[config.mk]
export PLATFORM = sky130hd
export DESIGN_NAME = alu32_op_sequencer_flat
export DESIGN_NICKNAME = d
export VERILOG_FILES = /design/src/rtl/alu32_op_sequencer_if.sv /design/src/rtl/alu32_op_sequencer.sv /design/src/flat_wrapper.sv
export SDC_FILE = /design/constraint.sdc
export NUM_CORES = 1
export LEC_CHECK = 0
export CORE_MARGIN = 5
export CORE_UTILIZATION = 55
export CTS_CLUSTER_DIAMETER = 60
export CTS_CLUSTER_SIZE = 24
export DETAILED_ROUTE_END_ITERATION = 6
export DONT_BUFFER_PORTS = 1
export PLACE_DENSITY = 0.77
export SYNTH_ARGS = -nofsm -noshare
export SYNTH_HDL_FRONTEND = slang
export SYNTH_SLANG_ARGS = --single-unit
[constraint.sdc]
create_clock -name clk -period 2.2 [get_ports clk]
set_input_delay 0.44 -clock clk [delete_from_list [all_inputs] [get_ports clk]]
set_output_delay 0.44 -clock clk [all_outputs]
set_load 0.03 [all_outputs]
[src/rtl/alu32_op_sequencer_if.sv]
// Command/response/ALU bundle between the op sequencer and its environment.
// Combinational wiring only, no latency.
// Backpressure is carried by cmd_valid/cmd_ready and rsp_valid/rsp_ready.
interface alu32_op_sequencer_if;
  // Command channel
  logic        cmd_valid;
  logic        cmd_ready;
  logic [2:0]  cmd_op;
  logic        cmd_wide;
  logic [63:0] cmd_a;
  logic [63:0] cmd_b;
  logic        cmd_ci;
  // ALU drive and sample
  logic [31:0] alu_in1;
  logic [31:0] alu_in2;
  logic        alu_ci;
  logic [2:0]  alu_a;
  logic [31:0] alu_out;
  logic        alu_co;
  // Response channel
  logic        rsp_valid;
  logic        rsp_ready;
  logic [63:0] rsp_data;
  logic        rsp_co;
  logic        busy;

  // Environment side: issues commands, models the ALU, consumes responses
  modport master (
    output cmd_valid, cmd_op, cmd_wide, cmd_a, cmd_b, cmd_ci,
    output alu_out, alu_co, rsp_ready,
    input  cmd_ready, alu_in1, alu_in2, alu_ci, alu_a,
    input  rsp_valid, rsp_data, rsp_co, busy
  );

  // Sequencer side
  modport slave (
    input  cmd_valid, cmd_op, cmd_wide, cmd_a, cmd_b, cmd_ci,
    input  alu_out, alu_co, rsp_ready,
    output cmd_ready, alu_in1, alu_in2, alu_ci, alu_a,
    output rsp_valid, rsp_data, rsp_co, busy
  );
endinterface

[src/rtl/alu32_op_sequencer.sv]
// Drives a 32-bit ALU from registers, optionally as two chained passes for 64-bit ops.
// Latency: SETTLE_CYCLES edges from accept to rsp_valid (2*SETTLE_CYCLES for wide).
// Backpressure: one command in flight; cmd_ready low until the response handshakes.
module alu32_op_sequencer #(
  parameter int SETTLE_CYCLES = 1
) (
  input logic                 clk,
  input logic                 rst,
  alu32_op_sequencer_if.slave bus
);

  if (SETTLE_CYCLES < 1 || SETTLE_CYCLES > 15) begin : g_bad_settle
    $error("SETTLE_CYCLES must be in 1..15");
  end

  typedef enum logic [1:0] {IDLE, LO, HI, RESP} state_t;

  localparam logic [3:0] CNT_LAST = 4'(SETTLE_CYCLES - 1);
  localparam logic [2:0] OP_ADD   = 3'd4;
  localparam logic [2:0] OP_ZERO  = 3'd7;

  state_t      state_q, state_d;
  logic [3:0]  cnt_q, cnt_d;
  logic [2:0]  op_q, op_d;
  logic        wide_q, wide_d;
  logic [31:0] a_hi_q, a_hi_d;
  logic [31:0] b_hi_q, b_hi_d;
  logic [31:0] lo_q, lo_d;
  logic [31:0] alu_in1_q, alu_in1_d;
  logic [31:0] alu_in2_q, alu_in2_d;
  logic        alu_ci_q, alu_ci_d;
  logic [2:0]  alu_a_q, alu_a_d;
  logic        rsp_valid_q, rsp_valid_d;
  logic [63:0] rsp_data_q, rsp_data_d;
  logic        rsp_co_q, rsp_co_d;

  logic        settle_done;
  assign settle_done = (cnt_q == CNT_LAST);

  // Next-state and datapath: latch command, step through the passes, hold the response
  always_comb begin
    state_d     = state_q;
    cnt_d       = cnt_q;
    op_d        = op_q;
    wide_d      = wide_q;
    a_hi_d      = a_hi_q;
    b_hi_d      = b_hi_q;
    lo_d        = lo_q;
    alu_in1_d   = alu_in1_q;
    alu_in2_d   = alu_in2_q;
    alu_ci_d    = alu_ci_q;
    alu_a_d     = alu_a_q;
    rsp_valid_d = rsp_valid_q;
    rsp_data_d  = rsp_data_q;
    rsp_co_d    = rsp_co_q;

    case (state_q)
      IDLE: begin
        if (bus.cmd_valid) begin
          op_d      = bus.cmd_op;
          // Shifts and the zero op only ever use the low pass
          wide_d    = bus.cmd_wide && (bus.cmd_op <= OP_ADD);
          a_hi_d    = bus.cmd_a[63:32];
          b_hi_d    = bus.cmd_b[63:32];
          alu_in1_d = bus.cmd_a[31:0];
          alu_in2_d = bus.cmd_b[31:0];
          alu_a_d   = bus.cmd_op;
          alu_ci_d  = (bus.cmd_op == OP_ADD) && bus.cmd_ci;
          cnt_d     = '0;
          state_d   = LO;
        end
      end

      LO: begin
        cnt_d = cnt_q + 4'd1;
        if (settle_done) begin
          lo_d = bus.alu_out;
          if (wide_q) begin
            // Second pass: upper halves, carry rippled from the low pass for ADD
            alu_in1_d = a_hi_q;
            alu_in2_d = b_hi_q;
            alu_ci_d  = (op_q == OP_ADD) && bus.alu_co;
            cnt_d     = '0;
            state_d   = HI;
          end else begin
            rsp_data_d  = {32'b0, bus.alu_out};
            rsp_co_d    = (op_q == OP_ADD) && bus.alu_co;
            rsp_valid_d = 1'b1;
            alu_a_d     = OP_ZERO;
            alu_in1_d   = '0;
            alu_in2_d   = '0;
            alu_ci_d    = 1'b0;
            state_d     = RESP;
          end
        end
      end

      HI: begin
        cnt_d = cnt_q + 4'd1;
        if (settle_done) begin
          rsp_data_d  = {bus.alu_out, lo_q};
          rsp_co_d    = (op_q == OP_ADD) && bus.alu_co;
          rsp_valid_d = 1'b1;
          alu_a_d     = OP_ZERO;
          alu_in1_d   = '0;
          alu_in2_d   = '0;
          alu_ci_d    = 1'b0;
          state_d     = RESP;
        end
      end

      RESP: begin
        // Response data is held until consumed; no new command overlaps this cycle
        if (bus.rsp_ready) begin
          rsp_valid_d = 1'b0;
          state_d     = IDLE;
        end
      end

      default: state_d = IDLE;
    endcase
  end

  // State registers with synchronous reset; reset drops any in-flight or unread work
  always_ff @(posedge clk) begin
    if (rst) begin
      state_q     <= IDLE;
      cnt_q       <= '0;
      op_q        <= '0;
      wide_q      <= 1'b0;
      a_hi_q      <= '0;
      b_hi_q      <= '0;
      lo_q        <= '0;
      alu_in1_q   <= '0;
      alu_in2_q   <= '0;
      alu_ci_q    <= 1'b0;
      alu_a_q     <= OP_ZERO;
      rsp_valid_q <= 1'b0;
      rsp_data_q  <= '0;
      rsp_co_q    <= 1'b0;
    end else begin
      state_q     <= state_d;
      cnt_q       <= cnt_d;
      op_q        <= op_d;
      wide_q      <= wide_d;
      a_hi_q      <= a_hi_d;
      b_hi_q      <= b_hi_d;
      lo_q        <= lo_d;
      alu_in1_q   <= alu_in1_d;
      alu_in2_q   <= alu_in2_d;
      alu_ci_q    <= alu_ci_d;
      alu_a_q     <= alu_a_d;
      rsp_valid_q <= rsp_valid_d;
      rsp_data_q  <= rsp_data_d;
      rsp_co_q    <= rsp_co_d;
    end
  end

  assign bus.cmd_ready = (state_q == IDLE) && !rst;
  assign bus.busy      = (state_q != IDLE);
  assign bus.alu_in1   = alu_in1_q;
  assign bus.alu_in2   = alu_in2_q;
  assign bus.alu_ci    = alu_ci_q;
  assign bus.alu_a     = alu_a_q;
  assign bus.rsp_valid = rsp_valid_q;
  assign bus.rsp_data  = rsp_data_q;
  assign bus.rsp_co    = rsp_co_q;

endmodule

[src/flat_wrapper.sv]
// flat-port wrapper written by rule: the top's interface ports become plain ports
module alu32_op_sequencer_flat 
#(
  parameter int SETTLE_CYCLES = 1
)
  (clk, rst, bus_cmd_valid, bus_cmd_op, bus_cmd_wide, bus_cmd_a, bus_cmd_b, bus_cmd_ci, bus_alu_out, bus_alu_co, bus_rsp_ready, bus_cmd_ready, bus_alu_in1, bus_alu_in2, bus_alu_ci, bus_alu_a, bus_rsp_valid, bus_rsp_data, bus_rsp_co, bus_busy);
  alu32_op_sequencer_if bus_i ();
  input logic clk;
  input logic rst;
  input wire logic [$bits(bus_i.cmd_valid)-1:0] bus_cmd_valid;
  input wire logic [$bits(bus_i.cmd_op)-1:0] bus_cmd_op;
  input wire logic [$bits(bus_i.cmd_wide)-1:0] bus_cmd_wide;
  input wire logic [$bits(bus_i.cmd_a)-1:0] bus_cmd_a;
  input wire logic [$bits(bus_i.cmd_b)-1:0] bus_cmd_b;
  input wire logic [$bits(bus_i.cmd_ci)-1:0] bus_cmd_ci;
  input wire logic [$bits(bus_i.alu_out)-1:0] bus_alu_out;
  input wire logic [$bits(bus_i.alu_co)-1:0] bus_alu_co;
  input wire logic [$bits(bus_i.rsp_ready)-1:0] bus_rsp_ready;
  output wire logic [$bits(bus_i.cmd_ready)-1:0] bus_cmd_ready;
  output wire logic [$bits(bus_i.alu_in1)-1:0] bus_alu_in1;
  output wire logic [$bits(bus_i.alu_in2)-1:0] bus_alu_in2;
  output wire logic [$bits(bus_i.alu_ci)-1:0] bus_alu_ci;
  output wire logic [$bits(bus_i.alu_a)-1:0] bus_alu_a;
  output wire logic [$bits(bus_i.rsp_valid)-1:0] bus_rsp_valid;
  output wire logic [$bits(bus_i.rsp_data)-1:0] bus_rsp_data;
  output wire logic [$bits(bus_i.rsp_co)-1:0] bus_rsp_co;
  output wire logic [$bits(bus_i.busy)-1:0] bus_busy;
  assign bus_i.cmd_valid = bus_cmd_valid;
  assign bus_i.cmd_op = bus_cmd_op;
  assign bus_i.cmd_wide = bus_cmd_wide;
  assign bus_i.cmd_a = bus_cmd_a;
  assign bus_i.cmd_b = bus_cmd_b;
  assign bus_i.cmd_ci = bus_cmd_ci;
  assign bus_i.alu_out = bus_alu_out;
  assign bus_i.alu_co = bus_alu_co;
  assign bus_i.rsp_ready = bus_rsp_ready;
  assign bus_cmd_ready = bus_i.cmd_ready;
  assign bus_alu_in1 = bus_i.alu_in1;
  assign bus_alu_in2 = bus_i.alu_in2;
  assign bus_alu_ci = bus_i.alu_ci;
  assign bus_alu_a = bus_i.alu_a;
  assign bus_rsp_valid = bus_i.rsp_valid;
  assign bus_rsp_data = bus_i.rsp_data;
  assign bus_rsp_co = bus_i.rsp_co;
  assign bus_busy = bus_i.busy;
  alu32_op_sequencer #(.SETTLE_CYCLES(SETTLE_CYCLES)) u_core (.clk(clk), .rst(rst), .bus(bus_i));
endmodule
==> summary.txt, run 1 <==
Detailed routing
  • Pre-antenna DRT Iters: 5
  • DRT iter0 DRCs: 453
  • Post-route ant nets: 0
  • DRC: 0
  • Via density: 5.833
  • Via count: 7,501
  • Routed WL per cell: 19.09 um
  • Total wire length: 24,550 um

Setup path
  • Setup crit start kind: register
  • Critical path endpoint category: output pin
  • RR Startpoint: u_core.cnt_q[0]
  • R2r setup slk: 0.11 ns
  • Crit path max fanout: 5
  • Critical R2R Capture: u_core.bus.alu_in1[23]
  • FF-to-FF path depth: 8
  • Arr. time, crit path: 1.65 ns
  • Worst EP required: 1.76 ns
  • Setup CP Type: register to output pin

Clocking
  • Clock H-tree levels: 1
  • Clock tree sinks: 240
  • Clock latency at the later pin of the worst-skew pair: 0.48 ns
  • Postcts setup bufs: 0
  • TritonCTS clock tree: yes
  • Hold_buf cts: 0
  • TritonCTS Buffers: 15
  • CTS clk-pin slew, worst paths: 0.10 ns
  • Bufs on Longest Clock Path: 3
  • Root Driver: clkbuf_16

Timing
  • Unrepaired setup endpoints after global routing: true
  • Final critical-path share of the clock period: 0.9521
  • Achievable Freq: 0.4774 GHz
  • Hold Fails Final Rpt: 0
  • Hold WS: 0.05653 ns
  • PnR worst setup slack: 0.1055 ns
  • Final min period: 2.095 ns
  • Tightest Pin Transition: 0.6010 ns
  • Worst rel slew slack: 0.5939
  • # setup viols final: 0
  • Max-slew violation count: 0
  • Clk_skew: 0.01762 ns

Placed design
  • Placed inst area: 9976 sq um
  • Dpl hpwl: 16,760 um
  • Global placer's final weighted congestion: 0.8270
  • Dpl ws: 0.05166 ns
  • Number of port buffers: 0

Pwr
  • Total power: 18.10 mW
  • Power per Cell Area: 1729 nW/um^2
  • Max VDD drop: 927.4 uV
  • Leak: 3.644 nW

Finish
  • Area Overhead vs Synth: 7.378%
  • Fillers: 1,511
  • N_diodes: 0
  • Final instance area: 10,470 sq um
  • Layout cells sized above 1: 0.1329
  • Most frequent cells in the layout: nand2_1 (240), dfxtp_1 (239), a21oi_1 (136)
  • Register area: 4806 sq um
  • Most common cell after layout, fill and taps aside: nand2_1
  • Multi-input combinational cell area: 4463 sq um
  • Layout Nets: 1,232

Synth
  • Cell count after synthesis: 1,103
  • Post-synthesis cell area: 9752 sq um
  • Synthesized Nets: 1,281
  • Ys flop type: dfxtp_1
  • Distinct cells, synth: 36
  • Yosys warns: 0
  • Post-synth EDFFs: 0
  • Avg Inst Size Synth: 8.841 sq um
  • Sequential share of the synthesized area: 0.4927
  • #FFs+latches synth: 240
  • Fraction of registers with async set/reset: 0

Die
  • DIE WIDTH: 143.2 um
  • Area of the die: 20,490 sq um
  • Die height: 143.2 um
  • Starting Density: 0.5619
  • Ports: 306
  • Site Rows: 48
  • Core box area: 17,360 sq um

Global routing
  • First-pass GRT wire length: 38,210 um
  • Tot GR Track Use: 0.2266
  • GR Overflow Total: 0
  • Vias in the first global route: 7,294
  • Initial antenna violation count: 0
  • Largest net degree at the start of global routing: 245

Flow run
  • Max-cap violations: 0

Hold path
  • Cells on Worst Hold Path: 1
  • Min-Delay Endpoint: u_core.a_hi_q[1]
  • Worst hold-check path type: input port to register
  • Hold path startpoint: rst

Outcome
  • Status: complete, no violations
==> worst max path at each step <==
stage                               to               from
6_report                 bus_cmd_ready  u_core.state_q[0]
5_1_grt         u_core.bus.alu_in1[21]    u_core.cnt_q[0]
4_1_cts         u_core.bus.alu_in1[23]  u_core.state_q[0]
3_5_place_dp     u_core.bus.alu_in1[0]  u_core.state_q[0]
3_3_place_gp     u_core.bus.alu_in1[0]  u_core.state_q[0]
2_1_floorplan  u_core.bus.rsp_data[26]  u_core.state_q[1]
==> report_power, final <==
| group | switching, mW | total (mW) | internal (mW) |
|---|---|---|---|
| logic | 4.17 | 6.95 | 2.78 |
| clock network | 1.47 | 2.94 | 1.46 |
| registers | 2.59 | 8.21 | 5.62 |
==> Yosys cell counts, types with 6 or more instances <==
library cell	n	area, sq um
buf_1	6	22.52
nand2_1	241	904.6
a21oi_1	137	685.7
ha_1	8	100.1
a22oi_1	64	480.5
buf_2	19	95.09
mux2i_1	36	360.4
a211oi_2	73	913.4
nand3_1	37	185.2
a211oi_1	25	187.7
dfxtp_1	240	4805
inv_1	8	30.03
buf_6	10	112.6
nor2_1	107	401.6
clkbuf_1	59	221.5
==> per-stage QoR <==
stage | setup TNS (ns) | util | std cells
floorplan | 0 | - | 1103
global placement | 0 | 0.5748 | 1262
detailed placement | 0 | 0.5748 | 1262
CTS | 0 | 0.6022 | 1286
global route | -0.03526 | 0.6033 | 1286
finish | 0 | 0.6033 | 1286
==> flip-flops by register name, summed over array words and instances (netlist names) <==
signal	count
u_core.bus.rsp_co	1
u_core.bus.alu_in2	32
u_core.op_q	3
u_core.bus.rsp_valid	1
u_core.bus.alu_a	3
u_core.lo_q	32
u_core.state_q	2
u_core.bus.alu_ci	1
u_core.a_hi_q	32
u_core.b_hi_q	32
u_core.bus.rsp_data	64
u_core.bus.alu_in1	32
u_core.cnt_q	4
u_core.wide_q	1
==> worst max-delay path, cell delays in order (launching register included) <==
cell and delay (ns):
dfxtp_2 0.35, inv_1 0.15, ha_1 0.27, inv_2 0.13
nor2_1 0.12, buf_4 0.16
==> logic make-up after synthesis <==
kind of cell	after synthesis	share of synthesized area
multiplexers	36	0.03695
flip-flops	240	0.4927
AO/OA/AOI/OAI	310	0.2422
adder cells (fa/ha/maj)	8	0.01026
AND/OR/NAND/NOR	403	0.1654
buffers and inverters	106	0.05248
==> area by class of cell <==
cell class                      instances  share of cell area
Timing Repair Buffer                   32             0.03955
Inverter                                8            0.002868
Clock inverter                          7            0.007050
Clock buffer                           17             0.03848
Multi-Input combinational cell        757              0.4262
Sequential cell                       240              0.4590
Tap cell                              225             0.02688
==> layer usage <==
metal	vias to the layer above	routed length (um)	part of all wire	GRT usage
met5	-	0	0	0
met4	0	895	0.036	0.08204
met3	54	2403	0.098	0.08038
met2	275	12040	0.49	0.3793
met1	3456	9210	0.38	0.2692
li1	3716	-	-	-
==> what timing repair did <==
action / CTS / global route
setup endpoints to repair: 1 / 93
cloned: 0 / 0
resized for setup: 1 / 5
Power figures use the tool's default switching activity.
==> inputs of run 2 (changes only) <==
--- a/config.mk
+++ b/config.mk
@@ -11,7 +11,8 @@
 export CTS_CLUSTER_SIZE = 24
 export DETAILED_ROUTE_END_ITERATION = 6
 export DONT_BUFFER_PORTS = 1
-export PLACE_DENSITY = 0.77
+export GPL_ROUTABILITY_DRIVEN = 0
+export PLACE_DENSITY = 0.74
 export SYNTH_ARGS = -nofsm -noshare
 export SYNTH_HDL_FRONTEND = slang
 export SYNTH_SLANG_ARGS = --single-unit
==> constraint.sdc (replaced) <==
create_clock -name clk -period 1.93 [get_ports clk]
set_input_delay 0.386 -clock clk [delete_from_list [all_inputs] [get_ports clk]]
set_output_delay 0.386 -clock clk [all_outputs]
set_load 0.03 [all_outputs]
==> summary.txt, run 2 (same netlist as run 1, synthesis figures left out) <==
Outcome
  • Status: finished with violations
  • Failing checks: negative hold slack, negative setup slack

Pwr
  • Combinational power share: 0.479 (+0.095)
  • Leak: 4.659 nW (+28%)
  • Clock network power share: 0.146 (-0.016)
  • Internal power: 14.20 mW (+44%)
  • Psw: 11.09 mW (+35%)
  • Power per Cell Area: 2062 nW/um^2 (+19%)
  • Sw Ratio: 0.4386 (-0.01616)
  • Reg power frac: 0.375 (-0.079)
  • Max VDD drop: 1310 uV (+41%)
  • Total power: 25.29 mW (+40%)

Clocking
  • CTS clk-pin slew, worst paths: 0.09 ns (about the same)
  • Root Driver: clkbuf_16
  • Clock latency at the later pin of the worst-skew pair: 0.51 ns (+0.03 ns)
  • Hold_buf cts: 45 (+45)
  • TritonCTS clock tree: yes
  • Clock tree sinks: 240 (unchanged)
  • Bufs on Longest Clock Path: 3 (unchanged)
  • Clock H-tree levels: 1 (unchanged)
  • TritonCTS Buffers: 16 (+1)

Setup path
  • Slowest cell delay on critical path: 0.41 ns (+0.06 ns)
  • Crit path max fanout: 10 (+5)
  • Worst EP required: 2.29 ns (+0.53 ns)
  • Buf+Inv Stages, Crit Path: 5 (+2)
  • Critical R2R Capture: u_core.bus.rsp_data[13]
  • FF-to-FF path depth: 9 (+1)
  • RR Startpoint: u_core.cnt_q[0]
  • Critical path cell sequence: inv_2, ha_4, or3b_4, a221oi_4, buf_12, clkbuf_16, clkbuf_16, buf_4, a211oi_2
  • CP top delay family: buffers and inverters
  • Setup crit start kind: register
  • Arr. time, crit path: 2.38 ns (+0.73 ns)
  • R2r setup slk: -0.09 ns (-0.20 ns)
  • Setup CP Type: register to register
  • Crit-path slowest cell: or3b_4
  • Crit-path most repeated cell: clkbuf_16
  • Critical path endpoint category: register

Timing
  • Hold Fails Final Rpt: 17 (+17)
  • PnR worst setup slack: -0.09298 ns (-0.1984 ns)
  • Setup TNS: -4.447 ns (-4.447 ns)
  • Clk_skew: 0.03537 ns (+0.01775 ns)
  • Achievable Freq: 0.4943 GHz
  • Worst rel slew slack: 0.5920 (-0.001821)
  • Tightest Pin Transition: 0.6120 ns (+0.01093 ns)
  • Hold WS: -0.05239 ns (-0.1089 ns)
  • Final critical-path share of the clock period: 1.048
  • Unrepaired setup endpoints after global routing: true
  • Final min period: 2.023 ns
  • # setup viols final: 111 (+111)
  • Max-slew violation count: 0 (unchanged)

Detailed routing
  • DRT iter0 DRCs: 494 (+9.1%)
  • Total wire length: 30,040 um (+22%)
  • Routed WL per cell: 21.43 um (+12%)
  • Post-route ant nets: 0 (unchanged)
  • Via density: 6.024 (+3.3%)
  • Pre-antenna DRT Iters: 5 (unchanged)
  • DRC: 0 (unchanged)
  • Via count: 8,446 (+13%)

Global routing
  • Met3 Track Usage GR: 0.08305 (+0.002679)
  • GR Overflow Total: 0 (unchanged)
  • Tot GR Track Use: 0.2440 (+0.01731)
  • GR peak layer: met2
  • Largest net degree at the start of global routing: 245 (unchanged)
  • Vias in the first global route: 7,936 (+8.8%)
  • Met2 Use GR: 0.4196 (+0.04031)
  • Met1 usage: 0.2809 (+0.01178)
  • Initial antenna violation count: 1 (+1)
  • First-pass GRT wire length: 41,070 um (+7.5%)

Finish
  • Fillers: 1,249 (-17%)
  • Most common cell after layout, fill and taps aside: nand2_1
  • Layout Nets: 1,345 (+9.2%)
  • Max FFs per register: 64 (unchanged)
  • Area Overhead vs Synth: 25.78%
  • Most frequent cells in the layout: nand2_1 (240), dfxtp_1 (236), a21oi_1 (130)
  • Core Util, Final: 0.7067 (+0.1034)
  • Final instance area: 12,270 sq um (+17%)
  • Layout cells sized above 1: 0.2338 (+0.1010)

Hold path
  • Worst hold-check path type: input port to register
  • Cells on Worst Hold Path: 1 (unchanged)
  • Min-Delay Endpoint: u_core.bus.alu_in1[18]
  • Hold path startpoint: rst

Die
  • Site Rows: 48 (unchanged)
  • DIE WIDTH: 143.2 um (unchanged)
  • Core box area: 17,360 sq um (unchanged)
  • Die height: 143.2 um (unchanged)
  • Ports: 306 (unchanged)
  • Starting Density: 0.5619 (unchanged)
  • Area of the die: 20,490 sq um (unchanged)

Flow run
  • Max-cap violations: 0 (unchanged)

Placed design
  • Dpl hpwl: 16,880 um (+0.70%)
  • Number of port buffers: 0 (unchanged)
  • Placed inst area: 10,070 sq um (+0.98%)
run 2: changes by cell type in the layout (fill, tap and decap cells not counted), sizes merged, moves of 3 or more:
cell / previous run / this run
clkbuf: 17 / 34
dlygate4sd3: 0 / 32
buf: 32 / 85
dlymetal6s4s: 0 / 11
clkinv: 2 / 5
run 2: layout make-up:
| class | count | area [sq um] | share of cell area |
|---|---|---|---|
| sequential | 240 | 4815 | 0.3925 |
| clock buffer | 18 | 417.9 | 0.03407 |
| multi-input combinational | 757 | 4705 | 0.3836 |
| inverter | 8 | 37.54 | 0.003060 |
| timing repair buffer | 144 | 1878 | 0.1531 |
| clock inverter | 9 | 128.9 | 0.01051 |
| antenna | 1 | 2.502 | 0.0002040 |
| tap | 225 | 281.5 | 0.02295 |
run 2: power groups by stage:
stage | clock network (mW) | logic (mW) | registers (mW)
finish | 3.69 | 12.1 | 9.47
global route | 3.93 | 12.9 | 9.64
global placement | 0 | 7.92 | 9.45
floorplan | 0 | 6.40 | 9.07
CTS | 3.73 | 9.24 | 9.40
detailed placement | 0 | 8.17 | 9.49
run 2: metal layers:
layer | up-vias | routed length (um)
met5 | - | 0
met4 | 0 | 1232
met3 | 83 | 2789
met2 | 346 | 14940
met1 | 4068 | 11080
li1 | 3949 | -
run 2: how the worst max path moves through the flow:
stage	start	endpoint	slack (ns)	cells past startpoint
6_report	u_core.cnt_q[0]	u_core.bus.rsp_data[13]	-0.09	9
5_1_grt	u_core.cnt_q[0]	u_core.bus.rsp_data[45]	-0.15	9
4_1_cts	u_core.cnt_q[0]	u_core.bus.alu_in1[23]	-0.07	8
3_5_place_dp	u_core.state_q[0]	u_core.bus.alu_in1[7]	-0.06	8
3_3_place_gp	u_core.state_q[1]	u_core.bus.alu_in2[28]	0.02	8
2_1_floorplan	u_core.state_q[0]	u_core.bus.alu_in2[17]	-0.002	9
run 2: repair_timing:
action | 4_1_cts | 5_1_grt
cloned | 5 | 21
setup endpoints to repair | 123 | 177
endpoints found under the hold margin | 207 | 116
pin swaps | 17 | 78
setup buffers | 5 | 30
gates resized for setup | 28 | 91
run 2: stage by stage:
step | cells | worst slack (ns)
finish | 1402 | -0.09298
global route | 1402 | -0.1539
CTS | 1354 | -0.07250
detailed placement | 1272 | -0.05671
global placement | 1272 | 0.02447
floorplan | 1103 | -0.001970
